`src/rtl/pipe_pkg.sv`:
```
// Shared definitions for the generic inter-stage pipeline register.
package pipe_pkg;

  // Occupancy-tracking states of the two-slot stage
  typedef enum logic [1:0] {
    ST_EMPTY = 2'd0,
    ST_ONE   = 2'd1,
    ST_TWO   = 2'd2
  } pipe_state_t;

  localparam int PIPE_CTRL_W = 3;
  localparam int PIPE_DEST_W = 4;
  localparam int PIPE_DATA_W = 64;
  localparam int PIPE_CNT_W  = 16;

endpackage

```
`src/rtl/pipe_slot.sv`:
```
// One storage slot: valid + ctrl + dest + data with load/clear controls.
// Priority: rst > clr (flush) > load > drop (beat consumed, nothing new).
module pipe_slot #(
  parameter int CTRL_W   = 3,
  parameter int DEST_W   = 4,
  parameter int DATA_W   = 64,
  parameter bit CLR_DATA = 1'b1
) (
  input  logic              clk,
  input  logic              rst,
  input  logic              clr,
  input  logic              drop,
  input  logic              load,
  input  logic [CTRL_W-1:0] d_ctrl,
  input  logic [DEST_W-1:0] d_dest,
  input  logic [DATA_W-1:0] d_data,
  output logic              q_valid,
  output logic [CTRL_W-1:0] q_ctrl,
  output logic [DEST_W-1:0] q_dest,
  output logic [DATA_W-1:0] q_data
);

  // Slot register; ctrl is zeroed whenever the slot holds no beat
  always_ff @(posedge clk) begin
    if (!rst) begin
      q_valid <= 1'b0;
      q_ctrl  <= '0;
      q_dest  <= '0;
      q_data  <= '0;
    end else if (clr) begin
      q_valid <= 1'b0;
      q_ctrl  <= '0;
      q_dest  <= '0;
      if (CLR_DATA) q_data <= '0;
    end else if (load) begin
      q_valid <= 1'b1;
      q_ctrl  <= d_ctrl;
      q_dest  <= d_dest;
      q_data  <= d_data;
    end else if (drop) begin
      q_valid <= 1'b0;
      q_ctrl  <= '0;
    end
  end

endmodule

```
`src/rtl/pipe_skid_stage.sv`:
```
// Inter-stage pipeline register with valid/ready handshake, 2-entry skid
// buffer, synchronous flush and saturating stall counter. in_ready is
// registered so there is no combinational path from out_ready.
module pipe_skid_stage
  import pipe_pkg::*;
#(
  parameter int CTRL_W   = PIPE_CTRL_W,
  parameter int DEST_W   = PIPE_DEST_W,
  parameter int DATA_W   = PIPE_DATA_W,
  parameter bit CLR_DATA = 1'b1,
  parameter int CNT_W    = PIPE_CNT_W
) (
  input  logic              clk,
  input  logic              rst,
  input  logic              flush,
  input  logic              in_valid,
  output logic              in_ready,
  input  logic [CTRL_W-1:0] in_ctrl,
  input  logic [DEST_W-1:0] in_dest,
  input  logic [DATA_W-1:0] in_data,
  output logic              out_valid,
  input  logic              out_ready,
  output logic [CTRL_W-1:0] out_ctrl,
  output logic [DEST_W-1:0] out_dest,
  output logic [DATA_W-1:0] out_data,
  output logic [1:0]        occupancy,
  output logic [CNT_W-1:0]  stall_cnt
);

  pipe_state_t state, state_nx;

  logic              main_v, skid_v;
  logic [CTRL_W-1:0] main_ctrl, skid_ctrl;
  logic [DEST_W-1:0] skid_dest;
  logic [DATA_W-1:0] skid_data;
  logic              main_load, main_drop, skid_load, skid_drop;
  logic [CTRL_W-1:0] main_d_ctrl;
  logic [DEST_W-1:0] main_d_dest;
  logic [DATA_W-1:0] main_d_data;
  logic              acc, emit;

  assign acc  = in_valid & in_ready;
  assign emit = main_v & out_ready;

  // State register plus registered in_ready (low throughout reset)
  always_ff @(posedge clk) begin
    if (!rst) begin
      state    <= ST_EMPTY;
      in_ready <= 1'b0;
    end else begin
      state    <= state_nx;
      in_ready <= (state_nx != ST_TWO);
    end
  end

  // Next-state and slot control; flush squashes both slots
  always_comb begin
    state_nx  = state;
    main_load = 1'b0;
    main_drop = 1'b0;
    skid_load = 1'b0;
    skid_drop = 1'b0;
    if (flush) begin
      state_nx = ST_EMPTY;
    end else begin
      case (state)
        ST_EMPTY: if (acc) begin
          main_load = 1'b1;
          state_nx  = ST_ONE;
        end
        ST_ONE: begin
          if (emit && acc)      main_load = 1'b1;
          else if (emit) begin
            main_drop = 1'b1;
            state_nx  = ST_EMPTY;
          end else if (acc) begin
            skid_load = 1'b1;
            state_nx  = ST_TWO;
          end
        end
        ST_TWO: if (emit) begin
          main_load = 1'b1;
          skid_drop = 1'b1;
          state_nx  = ST_ONE;
        end
        default: state_nx = ST_EMPTY;
      endcase
    end
  end

  // Main refills from skid when draining TWO, otherwise from upstream
  always_comb begin
    main_d_ctrl = in_ctrl;
    main_d_dest = in_dest;
    main_d_data = in_data;
    if (state == ST_TWO) begin
      main_d_ctrl = skid_ctrl;
      main_d_dest = skid_dest;
      main_d_data = skid_data;
    end
  end

  pipe_slot #(.CTRL_W(CTRL_W), .DEST_W(DEST_W), .DATA_W(DATA_W), .CLR_DATA(CLR_DATA)) u_main (
    .clk(clk), .rst(rst), .clr(flush), .drop(main_drop), .load(main_load),
    .d_ctrl(main_d_ctrl), .d_dest(main_d_dest), .d_data(main_d_data),
    .q_valid(main_v), .q_ctrl(main_ctrl), .q_dest(out_dest), .q_data(out_data)
  );

  pipe_slot #(.CTRL_W(CTRL_W), .DEST_W(DEST_W), .DATA_W(DATA_W), .CLR_DATA(CLR_DATA)) u_skid (
    .clk(clk), .rst(rst), .clr(flush), .drop(skid_drop), .load(skid_load),
    .d_ctrl(in_ctrl), .d_dest(in_dest), .d_data(in_data),
    .q_valid(skid_v), .q_ctrl(skid_ctrl), .q_dest(skid_dest), .q_data(skid_data)
  );

  assign out_valid = main_v;
  assign out_ctrl  = main_ctrl & {CTRL_W{main_v}};
  assign occupancy = {1'b0, main_v} + {1'b0, skid_v};

  // Saturating count of upstream-blocked cycles; flush does not clear it
  always_ff @(posedge clk) begin
    if (!rst)
      stall_cnt <= '0;
    else if (in_valid && !in_ready && (stall_cnt != {CNT_W{1'b1}}))
      stall_cnt <= stall_cnt + {{(CNT_W-1){1'b0}}, 1'b1};
  end

endmodule
```
`config.mk`:
```
export PLATFORM = sky130hd
export DESIGN_NAME = pipe_skid_stage
export DESIGN_NICKNAME = d
export VERILOG_FILES = /design/src/rtl/pipe_pkg.sv /design/src/rtl/pipe_slot.sv /design/src/rtl/pipe_skid_stage.sv
export SDC_FILE = /design/constraint.sdc
export NUM_CORES = 1
export LEC_CHECK = 0
export BUFFER_PORTS_ARGS = -buffer_cell sky130_fd_sc_hd__buf_2
export CORE_MARGIN = 10
export CORE_UTILIZATION = 58
export CTS_BUF_LIST = sky130_fd_sc_hd__clkbuf_8 sky130_fd_sc_hd__clkbuf_16
export DETAILED_ROUTE_END_ITERATION = 6
export PLACE_DENSITY = 0.85
export SYNTH_ARGS = -nofsm -noshare
export SYNTH_HDL_FRONTEND = slang
export SYNTH_HIERARCHICAL = 1
export SYNTH_SLANG_ARGS = --single-unit
```
`constraint.sdc`:
```
create_clock -name clk -period 4.1 [get_ports clk]
set_input_delay 0.41 -clock clk [delete_from_list [all_inputs] [get_ports clk]]
set_output_delay 0.41 -clock clk [all_outputs]
set_load 0.02 [all_outputs]
```
Word-level counts from Yosys, hierarchy flattened
Index checks and enable logic that the tools add are counted.
Widths: inputs -> output; s select.
{"block": "totals", "ff_bits": 163, "output_inout_bits": 91}
{"block": "classes", "add_sub_neg": 2, "eq_ne": 4, "mux": 32, "bitwise_logic": 4, "reduce_logical": 8}
{"cell": "$mux 64", "count": 1}
{"cell": "$mux 1", "count": 17}
{"cell": "$add 16x1->16 const B", "count": 1}
{"cell": "$ne 16x16->1 const B", "count": 1}
{"cell": "$mux 3", "count": 5}
{"cell": "$mux 2", "count": 6}
{"cell": "$pmux 2 s3", "count": 1}
{"cell": "$mux 4", "count": 1}
{"cell": "$reduce_bool 2->1", "count": 2}
{"cell": "$and 3x3->3", "count": 1}
{"cell": "$logic_and 1x1->1", "count": 3}
{"cell": "$pmux 1 s3", "count": 1}
{"cell": "$add 1x1->2", "count": 1}
{"cell": "$and 1x1->1", "count": 2}
{"cell": "$eq 2x1->1 const B", "count": 1}
{"cell": "$eq 2x2->1 const B", "count": 1}
{"cell": "$logic_not 2->1", "count": 1}
{"cell": "$ne 2x2->1 const B", "count": 1}
{"cell": "$reduce_or 2->1", "count": 1}
{"cell": "$logic_not 1->1", "count": 1}
{"cell": "$not 1->1", "count": 1}

Logic depth before layout (Yosys ltp)
{"block": "logic_depth", "ltp_word": 7, "mapped_depth": 10}

Modules after synthesis
The synthesis kept the hierarchy.
{"module": "pipe_slot", "n_inst": 2, "cells_per_inst": 237, "area_each_um2": 2570.0, "seq_area_each_um2": 1441.4}
{"module": "pipe_skid_stage", "n_inst": 1, "cells_per_inst": 198, "area_each_um2": 1894.3, "seq_area_each_um2": 380.4}

Least setup slack after synthesis
Ideal clock, no wire load.
{"block": "synth_path", "path_type": "register -> register", "startpoint": "reg state[0]", "endpoint": "reg u_main.q_ctrl[1]", "setup_time_ns": 0.070, "arrival_time_ns": 1.858, "path_slack_ns": 2.172, "path_stages_with_launch": 10, "n_path_buf": 3, "period_less_slack_ns": 1.928, "cell_sequence": "dfxtp_1 nand2b_1 clkbuf_1 buf_2 o21ai_0 nand2_1 a21oi_1 buf_6 or3b_1 a21oi_1"}
{"block": "synth_via", "elab_chain_len": 4}
{"item": "from (decl)", "line_no": "pipe_skid_stage.sv:30", "rtl": "pipe_state_t state, state_nx;"}
{"item": "from (signal assigned)", "line_no": "pipe_skid_stage.sv:51", "rtl": "state <= state_nx;"}
{"item": "$eq 2x2->1, or another cell as far along", "line_no": "pipe_skid_stage.sv:66", "rtl": "case (state)"}
{"item": "$pmux 1 s3 *", "line_no": "pipe_skid_stage.sv:66"}
{"item": "$mux 1 *", "line_no": "pipe_skid_stage.sv:63", "rtl": "if (flush) begin"}
{"item": "net main_load", "line_no": "pipe_skid_stage.sv:36", "rtl": "logic main_load, main_drop, skid_load, skid_drop;"}
{"item": "$mux 3 or $reduce_bool 2->1 (tied branches)"}
{"item": "to (signal assigned)", "line_no": "pipe_slot.sv:37", "rtl": "q_ctrl <= d_ctrl;"}
{"item": "to (decl)", "line_no": "pipe_slot.sv:18", "rtl": "output logic [CTRL_W-1:0] q_ctrl,"}
The timed path passes the listed nets; every way through them passes the cells marked *.
A chain may end at the register's enable or synchronous reset.

Worst setup path after layout
{"block": "layout_path", "startpoint": "reg state[0]", "endpoint": "reg u_main.q_ctrl[0]"}
Same word-level chain as after synthesis.

==> out/metrics.csv <==
metric,value,unit
Top Layer Used,met4,
Slew @ Worst Pin,943,ps
"Avg Cell Area, Syn",10.5,sq um
total CTS buffers,17,
CP Class,reg -> reg,
Slew Limit Headroom,37.2,%
critical path arrival,2680,ps
top post-synthesis cells by area,"dfxtp_1, mux2i_1, mux2_2, nor2_1, buf_6",
switch share,20.3,%
Final Net Count,899,
Power Density,421,nW/um^2
Power Internal,2860,uW
final period utilization,57.3,%
FF+latch area,3260,sq um
Avg WL per Cell,16.9,microns
Layout fillers,860,
Boundary Pins,167,
Die W,130,microns
grt total ovfl,0,
sequential share of power,44.7,%
Die Height,130,microns
fmax,425,MHz
crit end category,register,
final setup margin,1750,ps
"Top FF cell, synth",dfxtp_1,
Synth-to-Final Area Change,21.1,%
sequential share of the synthesized area,46.4,%
"EDFF count, synth",0,
vias in the first global route,5556,
Post-Syn Instances,672,
Die ar.,16900,sq um
pre-CTS setup slack,1790,ps
number of max-cap violations,0,
Setup crit start kind,register,
Psw,731,uW
pin count of the biggest net entering global routing,76,
most frequent cells after synthesis,"dfxtp_1, mux2i_1, nor2_1",
"FF+latch count, synth",163,
CTS Sinks,163,
Min-Delay Path Class,in -> reg,
global-route wire length before repair,26500,microns
hpwl dp,11500,microns
clock root cell,clkbuf_16,
"Setup violations, final",0,
outcome,finished clean,
multi-input logic area,3500,sq um
CTS hold repair buffers,0,
WL final,16600,microns
final hold violations,0,
Clk pwr share,49.3,%
Combinational Power Share,6.0,%
Synth top area share,46.4,%
"count leader, synth",dfxtp_1,
post-route setup TNS,0,ps
Tmin final,2350,ps
initial antenna violation count,0,
GRT Overall Usage,19.3,%
critical path peak fanout,75,
syn_nets,750,
Rows,40,
"area leader, netlist",dfxtp_1,
GP Congestion,0.831,
Final Skew,7.59,ps
core area,12000,sq um
worst vdd ir,296,uV
share of flip-flops with an asynchronous set or reset,0,%
fin util,71.2,%
Worst Path Required,4430,ps
P_leak,0.00341,uW
final hold slack,244,ps
Pins Over Slew Limit,0,
"Setup Fix Bufs, Post-CTS",0,
total power,3590,uW
vias per cell,5.43,
share of cells above drive strength 1,34.8,%
met3 routed WL,953,microns
CTS resizes,0,
drt initial violations,277,
Post-Syn Area,7030,sq um
unrepaired setup endpoints after global routing,false,
Max clock buf depth,2,
CTS tree,done,
Synth warnings,6,
remaining antenna violation count,0,
clock latency on the worst-skew pair,420,ps
number of remaining DRC errors,0,
clk slew on worst S/H paths,60,ps
Metal-1 WL,6890,microns
1st-pass router iterations,4,
vias,5323,
Starting Density,58.8,%
Unique masters post-synth,40,
H-tree depth,4,
routed wl met2,8290,microns
port bufs,166,
[state kept, by name, summed over array words and instances (netlist names)]
name and cells:
in_ready 1, stall_cnt 16, state 2, u_main/q_ctrl 3, u_main/q_data 64, u_main/q_dest 4, u_main/q_valid 1, u_skid/q_ctrl 3
u_skid/q_data 64, u_skid/q_dest 4, u_skid/q_valid 1
[power groups by stage]
stage | clock, uW | combinational [uW] | sequential [uW]
after global routing | 1860 | 234 | 1610
after global placement | 0 | 206 | 1640
after floorplan | 0 | 123 | 1650
after CTS | 1800 | 216 | 1610
final | 1770 | 215 | 1610
after detailed placement | 0 | 214 | 1640
[critical path: stages (launching register included)]
cell	delay, ps
dfxtp_1	380
nand2b_4	470
o21ai_0	200
nand2_1	180
a21oi_4	80
buf_12	250
or3b_2	520
a21oi_1	150
[kinds of logic after synthesis]
| kind of cell | after synthesis | synth area share [%] |
|---|---|---|
| simple gates | 219 | 14.9 |
| compound gates | 23 | 1.83 |
| xor+xnor | 10 | 1.25 |
| buf+inv | 46 | 4.23 |
| mux | 209 | 31.0 |
| flops | 163 | 46.4 |
| fa+ha+maj | 2 | 0.356 |
[layout make-up]
class | count | area share, %
Antenna cell | 1 | 0.0294
Clock inverter | 12 | 2.48
Multi-Input combinational cell | 463 | 41.1
Clock buffer | 19 | 5.32
Tap cell | 147 | 2.16
Timing Repair Buffer | 172 | 10.4
Sequential cell | 163 | 38.3
Inverter | 4 | 0.176
[path summary, 6_finish.rpt]
path                                  startpoint                             end  slack, ps  cells past startpoint
hold / removal                       in_data[13]  u_skid/q_data[13]$_SDFFE_PP0P_        240                      3
setup reg to reg             state[0]$_SDFF_PN0_   u_main/q_ctrl[0]$_SDFFE_PP0P_       1750                      7
hold reg to reg   u_main/q_data[30]$_SDFFE_PP0P_  u_main/q_data[30]$_SDFFE_PP0P_        490                      2
setup / recovery             state[0]$_SDFF_PN0_   u_main/q_ctrl[0]$_SDFFE_PP0P_       1750                      7
[metrics by stage]
| stage | instances | cell area [sq um] |
|---|---|---|
| after CTS | 980 | 8520 |
| after global placement | 949 | 7850 |
| after floorplan | 672 | 7030 |
| after detailed placement | 949 | 7850 |
| after global routing | 980 | 8520 |
| final | 981 | 8520 |
[routing by layer]
metal,up-vias,global-route usage (%)
li1,2599,-
met1,2544,21.8
met2,147,32.7
met3,33,5.35
met4,0,10.2
met5,-,0
[placed cells by master (no fill, tap or decap), types with 4 or more instances in the layout]
cell type / n
bufinv_16: 6
clkbuf_16: 17
and2_1: 13
nor4_2: 5
nand4_1: 4
o21ai_0: 6
buf_4: 5
nand2b_1: 7
nand2_1: 17
dfxtp_1: 163
inv_1: 6
nand3_1: 6
mux2i_1: 138
buf_2: 166
a21oi_1: 10
nor2_1: 138
xor2_1: 9
mux2_2: 71
or3b_2: 4
Note: power is estimated with default switching activity, not from simulation.
